==> config.mk <==
export PLATFORM = sky130hd
export DESIGN_NAME = pc_next_unit
export DESIGN_NICKNAME = d
export VERILOG_FILES = /design/src/rtl/pc_next_pkg.sv /design/src/rtl/pc_next_unit_prio_enc.sv /design/src/rtl/pc_next_unit.sv
export SDC_FILE = /design/constraint.sdc
export NUM_CORES = 1
export LEC_CHECK = 0
export ABC_AREA = 0
export ABC_CLOCK_PERIOD_IN_PS = 5550
export BUFFER_PORTS_ARGS = -buffer_cell sky130_fd_sc_hd__buf_2
export CORE_ASPECT_RATIO = 1.75
export CORE_MARGIN = 5
export CORE_UTILIZATION = 54
export CTS_BUF_LIST = sky130_fd_sc_hd__clkbuf_4 sky130_fd_sc_hd__clkbuf_8
export CTS_CLUSTER_SIZE = 40
export DETAILED_ROUTE_END_ITERATION = 10
export PLACE_DENSITY_LB_ADDON = 0.15
export SLEW_MARGIN = 40
export SYNTH_ARGS = -nofsm -noshare
export SYNTH_HDL_FRONTEND = slang
export SYNTH_SLANG_ARGS = --single-unit
==> constraint.sdc <==
create_clock -name Clk -period 5.55 [get_ports Clk]
set_input_delay 0.8325 -clock Clk [delete_from_list [all_inputs] [get_ports Clk]]
set_output_delay 0.8325 -clock Clk [all_outputs]
set_load 0.01 [all_outputs]
==> src/rtl/pc_next_pkg.sv <==
// Shared constants for the PC-next unit: default geometry, reset/trap
// vectors, and the redirect source indices (lower index = higher priority).
// Optional build macro used by pc_next_unit: MISALIGN_TRAP_EN.
package pc_next_pkg;

  localparam int          DEF_WIDTH    = 32;
  localparam int          DEF_NUM_SRC  = 4;
  localparam int          DEF_INC      = 4;
  localparam logic [31:0] DEF_RESET_PC = 32'h0000_0000;
  localparam logic [31:0] DEF_TRAP_VEC = 32'h0000_0080;

  // Redirect source slots, index 0 wins arbitration
  localparam int SRC_EXC    = 0;
  localparam int SRC_JR     = 1;
  localparam int SRC_JUMP   = 2;
  localparam int SRC_BRANCH = 3;

endpackage

==> src/rtl/pc_next_unit_prio_enc.sv <==
// Lowest-index-first priority encoder: one-hot grant, binary index and any-flag.
// Purely combinational, zero latency; no backpressure.
module prio_enc_onehot #(
  parameter int N  = 4,
  parameter int IW = (N > 1) ? $clog2(N) : 1
) (
  input  logic [N-1:0]  req,
  output logic [N-1:0]  onehot,
  output logic [IW-1:0] index,
  output logic          any
);

  // Scan from the top down so the lowest asserted index is the last to write
  always_comb begin
    onehot = '0;
    index  = '0;
    any    = |req;
    for (int i = N - 1; i >= 0; i--) begin
      if (req[i]) begin
        onehot    = '0;
        onehot[i] = 1'b1;
        index     = IW'(i);
      end
    end
  end

endmodule

==> src/rtl/pc_next_unit.sv <==
// PC register with fixed-priority redirect select and a 1-entry redirect buffer held across stalls.
// Latency: redirect on cycle n appears on PC_Out at n+1 (or the cycle after Stall falls if buffered).
// Backpressure: Stall freezes PC_Out/Src_Taken; one redirect is buffered, lower-priority ones dropped.
// Build option: define MISALIGN_TRAP_EN to divert misaligned redirect targets to TRAP_VEC.
module pc_next_unit
  import pc_next_pkg::*;
#(
  parameter int               WIDTH    = DEF_WIDTH,
  parameter int               NUM_SRC  = DEF_NUM_SRC,
  parameter int               INC      = DEF_INC,
  parameter logic [WIDTH-1:0] RESET_PC = WIDTH'(DEF_RESET_PC),
  parameter logic [WIDTH-1:0] TRAP_VEC = WIDTH'(DEF_TRAP_VEC)
) (
  input  logic                     Clk,
  input  logic                     Rst,
  input  logic                     Stall,
  input  logic [NUM_SRC-1:0]       Redirect_Valid,
  input  logic [NUM_SRC*WIDTH-1:0] Redirect_Target,
  output logic [WIDTH-1:0]         PC_Out,
  output logic [WIDTH-1:0]         PC_Plus_Inc,
  output logic [NUM_SRC-1:0]       Src_Taken,
  output logic                     Pending,
  output logic                     Misalign
);

  localparam int IW = (NUM_SRC > 1) ? $clog2(NUM_SRC) : 1;

  logic [NUM_SRC-1:0] new_oh;
  logic [IW-1:0]      new_idx;
  logic               new_any;
  logic [WIDTH-1:0]   new_tgt;

  logic [IW-1:0]      pend_idx;
  logic [WIDTH-1:0]   pend_tgt;

  logic               take_new;
  logic               redir;
  logic [IW-1:0]      sel_idx;
  logic [WIDTH-1:0]   sel_tgt;
  logic [NUM_SRC-1:0] sel_oh;

  prio_enc_onehot #(.N(NUM_SRC), .IW(IW)) u_enc (
    .req    (Redirect_Valid),
    .onehot (new_oh),
    .index  (new_idx),
    .any    (new_any)
  );

  assign new_tgt     = Redirect_Target[new_idx*WIDTH +: WIDTH];
  assign PC_Plus_Inc = PC_Out + WIDTH'(INC);

  // A new request beats the buffered one unless the buffered one is strictly higher priority;
  // the same test decides replacement of the buffer while stalled
  assign take_new = new_any && (!Pending || (new_idx <= pend_idx));
  assign redir    = new_any || Pending;

  // Pick the winning redirect and form its one-hot source tag
  always_comb begin
    sel_idx = take_new ? new_idx : pend_idx;
    sel_tgt = take_new ? new_tgt : pend_tgt;
    sel_oh  = '0;
    if (take_new) begin
      sel_oh = new_oh;
    end else begin
      sel_oh[sel_idx] = 1'b1;
    end
  end

  // PC, source tag and redirect buffer update
  always_ff @(posedge Clk) begin
    if (Rst) begin
      PC_Out    <= RESET_PC;
      Src_Taken <= '0;
      Pending   <= 1'b0;
      pend_idx  <= '0;
      pend_tgt  <= '0;
    end else if (Stall) begin
      if (take_new) begin
        Pending  <= 1'b1;
        pend_idx <= new_idx;
        pend_tgt <= new_tgt;
      end
    end else begin
      // Buffer is either consumed here or superseded by a better new request
      Pending <= 1'b0;
      if (redir) begin
        Src_Taken <= sel_oh;
`ifdef MISALIGN_TRAP_EN
        PC_Out <= (sel_tgt[1:0] != 2'b00) ? TRAP_VEC : sel_tgt;
`else
        PC_Out <= sel_tgt;
`endif
      end else begin
        Src_Taken <= '0;
        PC_Out    <= PC_Plus_Inc;
      end
    end
  end

`ifdef MISALIGN_TRAP_EN
  // One-cycle flag when a selected redirect target was diverted to the trap vector
  always_ff @(posedge Clk) begin
    if (Rst) begin
      Misalign <= 1'b0;
    end else begin
      Misalign <= !Stall && redir && (sel_tgt[1:0] != 2'b00);
    end
  end
`else
  logic unused_trap_vec;
  assign unused_trap_vec = ^TRAP_VEC;
  assign Misalign        = 1'b0;
`endif

endmodule
### After elaboration in Yosys (flattened, before gate mapping)

Index checks and enable logic that the tools add are counted.

* register bits after elaboration: 71
* input port bits: 135
* output and inout bits: 70
* logic and storage cells: 33

* add/subtract/negate cells: 1
* order comparisons: 3
* shifts and indexed selects: 1
* mux-type cells: 15
* bitwise logic cells: 1
* reduce and logical (&&, ||, !) cells: 7

Operator list (number)
* indexed part select 128 x 8 -> 32 bit: 1
* 2-to-1 mux 32 bit: 2
* adder 32 x 3 -> 32 bit (second input constant): 1
* 2-to-1 mux 4 bit: 6
* 2-to-1 mux 2 bit: 5
* OR reduction 4 bit: 1
* less-than comparator 2 x 3 -> 1 bit (second input constant): 1
* demux 1 bit (select 2 bit): 1
* >= comparator 2 x 1 -> 1 bit (second input constant): 1
* less-or-equal comparator 2 bit: 1
* logical AND 1 bit: 2
* logical OR 1 bit: 2
* OR reduction 2 bit: 1
* zero test 1 bit: 1
* 2-to-1 mux 1 bit: 1
* inverter 1 bit: 1

### Longest topological paths before layout

* depth in word-level cells: 14
* depth in mapped cells: 13
* mapped depth without buffers: 9

### Cells and area by module

Synthesis repeated with hierarchy kept, for this count alone.

* cells, all modules: 558
* area total of the unflattened synthesis: 4922.2 um2

By module, submodules not included
* pc_next_unit: times used 1, cells each 548, area each 4863.4 um2, sequential area each 1421.4 um2
* prio_enc_onehot: times used 1, cells each 10, area each 58.8 um2, sequential area each 0.0 um2

### Worst setup path before layout

Ideal clock, no wire load.

* kind: input-to-reg
* start point: in Redirect_Valid[3]
* end point: reg PC_Out[6]
* setup time: 0.143 ns
* data arrival time: 3.231 ns
* data required time: 5.407 ns
* slack: 2.176 ns
* cell stages on the path: 10
* buffers on the path: 2
* cell sequence: clkbuf_1 > o21ai_1 > inv_1 > ha_1 > nor2b_1 > o211ai_1 > nand2_1 > buf_2 > a222oi_1 > o221ai_1

* word-level cells in the longest chain between the ends: 9
* elaborated cells between the ends (all ways): 12
* those cells by class: order compare: 1; shift: 1; mux: 6; reduce/logical: 4

RTL lines
* start: declaration: line pc_next_unit.sv:17 `input logic [NUM_SRC-1:0] Redirect_Valid,`
* branches (longest 8 deep; another with indexed part select 128 x 8 -> 32 bit)
* 2-to-1 mux 32 bit *: line pc_next_unit.sv:86 `if (redir) begin`
* end signal: assignment: line pc_next_unit.sv:91 `PC_Out <= sel_tgt;`
* end signal: assignment: line pc_next_unit.sv:95 `PC_Out <= PC_Plus_Inc;`
* end: declaration: line pc_next_unit.sv:19 `output logic [WIDTH-1:0] PC_Out,`

Every way passes the cells marked *.
A chain may end at the register's enable or synchronous reset.

### Worst setup path after layout

* start point: in Redirect_Valid[0]
* end point: reg PC_Out[3]

* word-level cells in the longest chain between the ends: 6
* elaborated cells between the ends (all ways): 9
* those cells by class: order compare: 1; shift: 1; mux: 3; reduce/logical: 4

RTL lines (line)
* branches (longest 5 deep; another with indexed part select 128 x 8 -> 32 bit)
* 2-to-1 mux 32 bit *: pc_next_unit.sv:86

Marks and branches as above.

==> impl_metrics.json <==
{
  "crit_arrival_ps": 4440,
  "grt_antenna_before_repair": 0,
  "hold_violations": 0,
  "synth_nets": 758,
  "place_ws_ps": 1070,
  "drc": 0,
  "tns_ps": 0,
  "nFillCells": 743,
  "cts-root-buf": "clkbuf_8",
  "synthTopCellsByArea": "dfxtp_1, o21ai_0, nand2_1",
  "r2r_start": "pend_idx[1]",
  "synth_compound_area_share_pct": 33.3,
  "routed_wl_um": 17800,
  "finClkSkew_ps": 10.6,
  "synthArstFlopShare_pct": 0,
  "synth-adder-area-share_pct": 0.774,
  "cts_resized": 0,
  "peakVddDrop_uv": 134,
  "dieHeight_um": 135,
  "synth_top_area_share_pct": 29.3,
  "comb_power_share_pct": 24.8,
  "path_common_cell": "nor2_1",
  "hold_class": "reg -> reg",
  "post-route-min-period_ps": 4240,
  "whs_path_depth": 2,
  "fin_util_pct": 69.0,
  "path_buf_inv": 2,
  "p_clk_share_pct": 31.3,
  "seq_area_um2": 1420,
  "cts_hold_buf": 0,
  "grt_pass1_wl_um": 27600,
  "grt_pass1_vias": 5531,
  "worstSkewPairLatency_ps": 350,
  "fmax_ghz": 0.236,
  "critPathTopFamily": "compound AO/OA/AOI/OAI gates",
  "setup_viol": 0,
  "startpoint": "Redirect_Valid[0]",
  "diodes": 0,
  "layout-drive-gt1-share_pct": 31.5,
  "internal_power_w": 0.000924,
  "critical-path-max-stage-delay_ps": 670,
  "avgViaCountPerCell": 6.41,
  "die-area_um2": 11100,
  "cts_buffer_depth": 2,
  "syn2layout_area_growth_pct": 24.1,
  "wl_per_cell_um": 19.7,
  "grt.total_usage_pct": 31.7,
  "p_leak_nw": 2.64,
  "post-dp-hpwl_um": 13400,
  "p_seq_share_pct": 44.0,
  "synth_xor_area_share_pct": 4.87,
  "htree_levels": 3,
  "critPathMaxFanout": 35,
  "grt_max_degree": 65,
  "cp-endpoint": "PC_Out[3]",
  "nets": 920,
  "core_area_um2": 8730,
  "rows": 45,
  "clock-sinks": 71,
  "reg2reg_depth": 7,
  "worst_pin_slew_ps": 823,
  "layout_setup_ws_ps": 1310,
  "crit_path_end_kind": "flop",
  "dr_total_vias": 5799,
  "yosys.area.top_type": "dfxtp_1",
  "place.gp.congestion": 0.907,
  "ys_top_cells_by_count": "dfxtp_1, nand2_1, o21ai_0",
  "drt-initial-drc-count": 614,
  "relSlewSlack_pct": 45.2,
  "synth.distinct_cells": 69,
  "die_w_um": 81.6,
  "status": "finished, final reports clean",
  "synth_edf_count": 0,
  "cts_setup_buffers": 0,
  "crit_required_ps": 5750,
  "cts_buffers": 9,
  "ys_seq_area_share_pct": 29.3,
  "firstDrtPassIters": 6,
  "synth.area.mux_share_pct": 4.33,
  "syn_inst": 620,
  "multi_input_area_um2": 3130,
  "grt-ovfl-total": 0,
  "ys.flop_type": "dfxtp_1",
  "power_density_nw_per_um2": 226,
  "regToRegSetupSlack_ps": 2740,
  "path_class": "in -> reg",
  "path_cells": "buf_2 -> nor2_1 -> o21ai_1 -> inv_1 -> ha_1 -> nand2_1 -> o211a_1 -> nor2_1 -> a222oi_1 -> o221ai_1",
  "syn_area_um2": 4850,
  "rsz0062_at_grt": "false",
  "finalCritPeriodShare_pct": 76.3,
  "maxCapViolations": 0,
  "synth.yosys.warnings": 0,
  "synth_most_common_cell": "dfxtp_1",
  "synthSimpleGateAreaFrac_pct": 20.9,
  "synth-seq-cells": 71,
  "start_kind": "input pin",
  "cp.depth": 10,
  "antenna_left": 0,
  "p_switching_w": 0.000434,
  "r2r-end": "PC_Out[3]",
  "crit_slowest_cell": "nor2_1",
  "initial_core_util_pct": 55.6,
  "slew_viol_final": 0,
  "io_buffers": 203,
  "cts_tree": "yes",
  "syn_area_per_cell_um2": 7.82,
  "synth_top_family_by_area": "compound AO/OA/AOI/OAI gates",
  "io_pins": 205,
  "clk_pin_slew_worst_paths_ps": 70,
  "swShare_pct": 32.0
}
-- layer usage --
metal / wire length [um] / track usage [%]
met1: 6850 / 39.7
met2: 8840 / 53.2
met3: 1540 / 4.99
met4: 533 / 12.8
met5: 0 / 0
-- logic make-up after synthesis --
family          Yosys count
compound gates          227
buf+inv                  72
fa+ha+maj                 3
xor+xnor                 27
other cells               1
flops                    71
simple gates            199
mux                      20
-- power groups by stage --
stage                     combinational, W  clock (W)  sequential, W
after floorplan                   0.000199          0       0.000599
after global placement            0.000324          0       0.000605
after detailed placement          0.000332          0       0.000606
after CTS                         0.000333   0.000424       0.000595
after global routing              0.000364   0.000445       0.000602
final                             0.000336   0.000425       0.000597
-- how the worst min path moves through the flow --
stage | start | to
after floorplan | pend_tgt[26] | pend_tgt[26]
after global placement | pend_tgt[28] | pend_tgt[28]
after detailed placement | pend_tgt[31] | pend_tgt[31]
after CTS | pend_tgt[31] | pend_tgt[31]
after global routing | pend_tgt[29] | pend_tgt[29]
final | pend_tgt[4] | pend_tgt[4]
-- final cells by class --
class / instances / area share [%]
tap: 117 / 2.43
clock inverter: 4 / 0.748
multi-input combinational: 477 / 52.0
timing repair buffer: 211 / 17.9
sequential: 71 / 23.6
clock buffer: 12 / 2.54
inverter: 12 / 0.748
-- registers in the layout, summed over array words and instances, names as in the netlist --
name       flops
pend_tgt      32
Src_Taken      4
PC_Out        32
pend_idx       2
Pending        1
-- layout by cell type, fill, tap and decap left out, types with 10 or more instances in the layout --
cell type	Yosys	routed
nand3_1	22	22
o21ai_0	47	47
a211oi_1	24	24
o221ai_1	14	14
a31oi_1	20	20
mux2i_1	12	12
a21oi_1	24	24
nand2_1	56	56
nor3_1	14	13
a22oi_1	12	12
inv_1	11	11
nor2_1	45	45
a222oi_1	11	11
dfxtp_1	71	71
buf_2	13	203
xor2_1	10	10
a22o_1	16	16
xnor2_1	17	17
clkbuf_8	0	10
-- metrics by stage --
step | hold WS, ps | instance area (um2) | total power (W) | instances
finish | 459 | 6020 | 0.00136 | 904
CTS | 457 | 6010 | 0.00135 | 904
detailed placement | 446 | 5820 | 0.000938 | 888
global placement | 427 | 5810 | 0.000929 | 888
global route | 487 | 6020 | 0.00141 | 904
floorplan | 419 | 4850 | 0.000798 | 620
-- worst min-delay path: cells and delay by family, from the launching register on --
family	cells	cell delay (ps)
flip-flops	1	330
AND/OR/NAND/NOR	1	50
AO/OA/AOI/OAI	1	50
No activity file was read; power rests on OpenSTA's default activity.
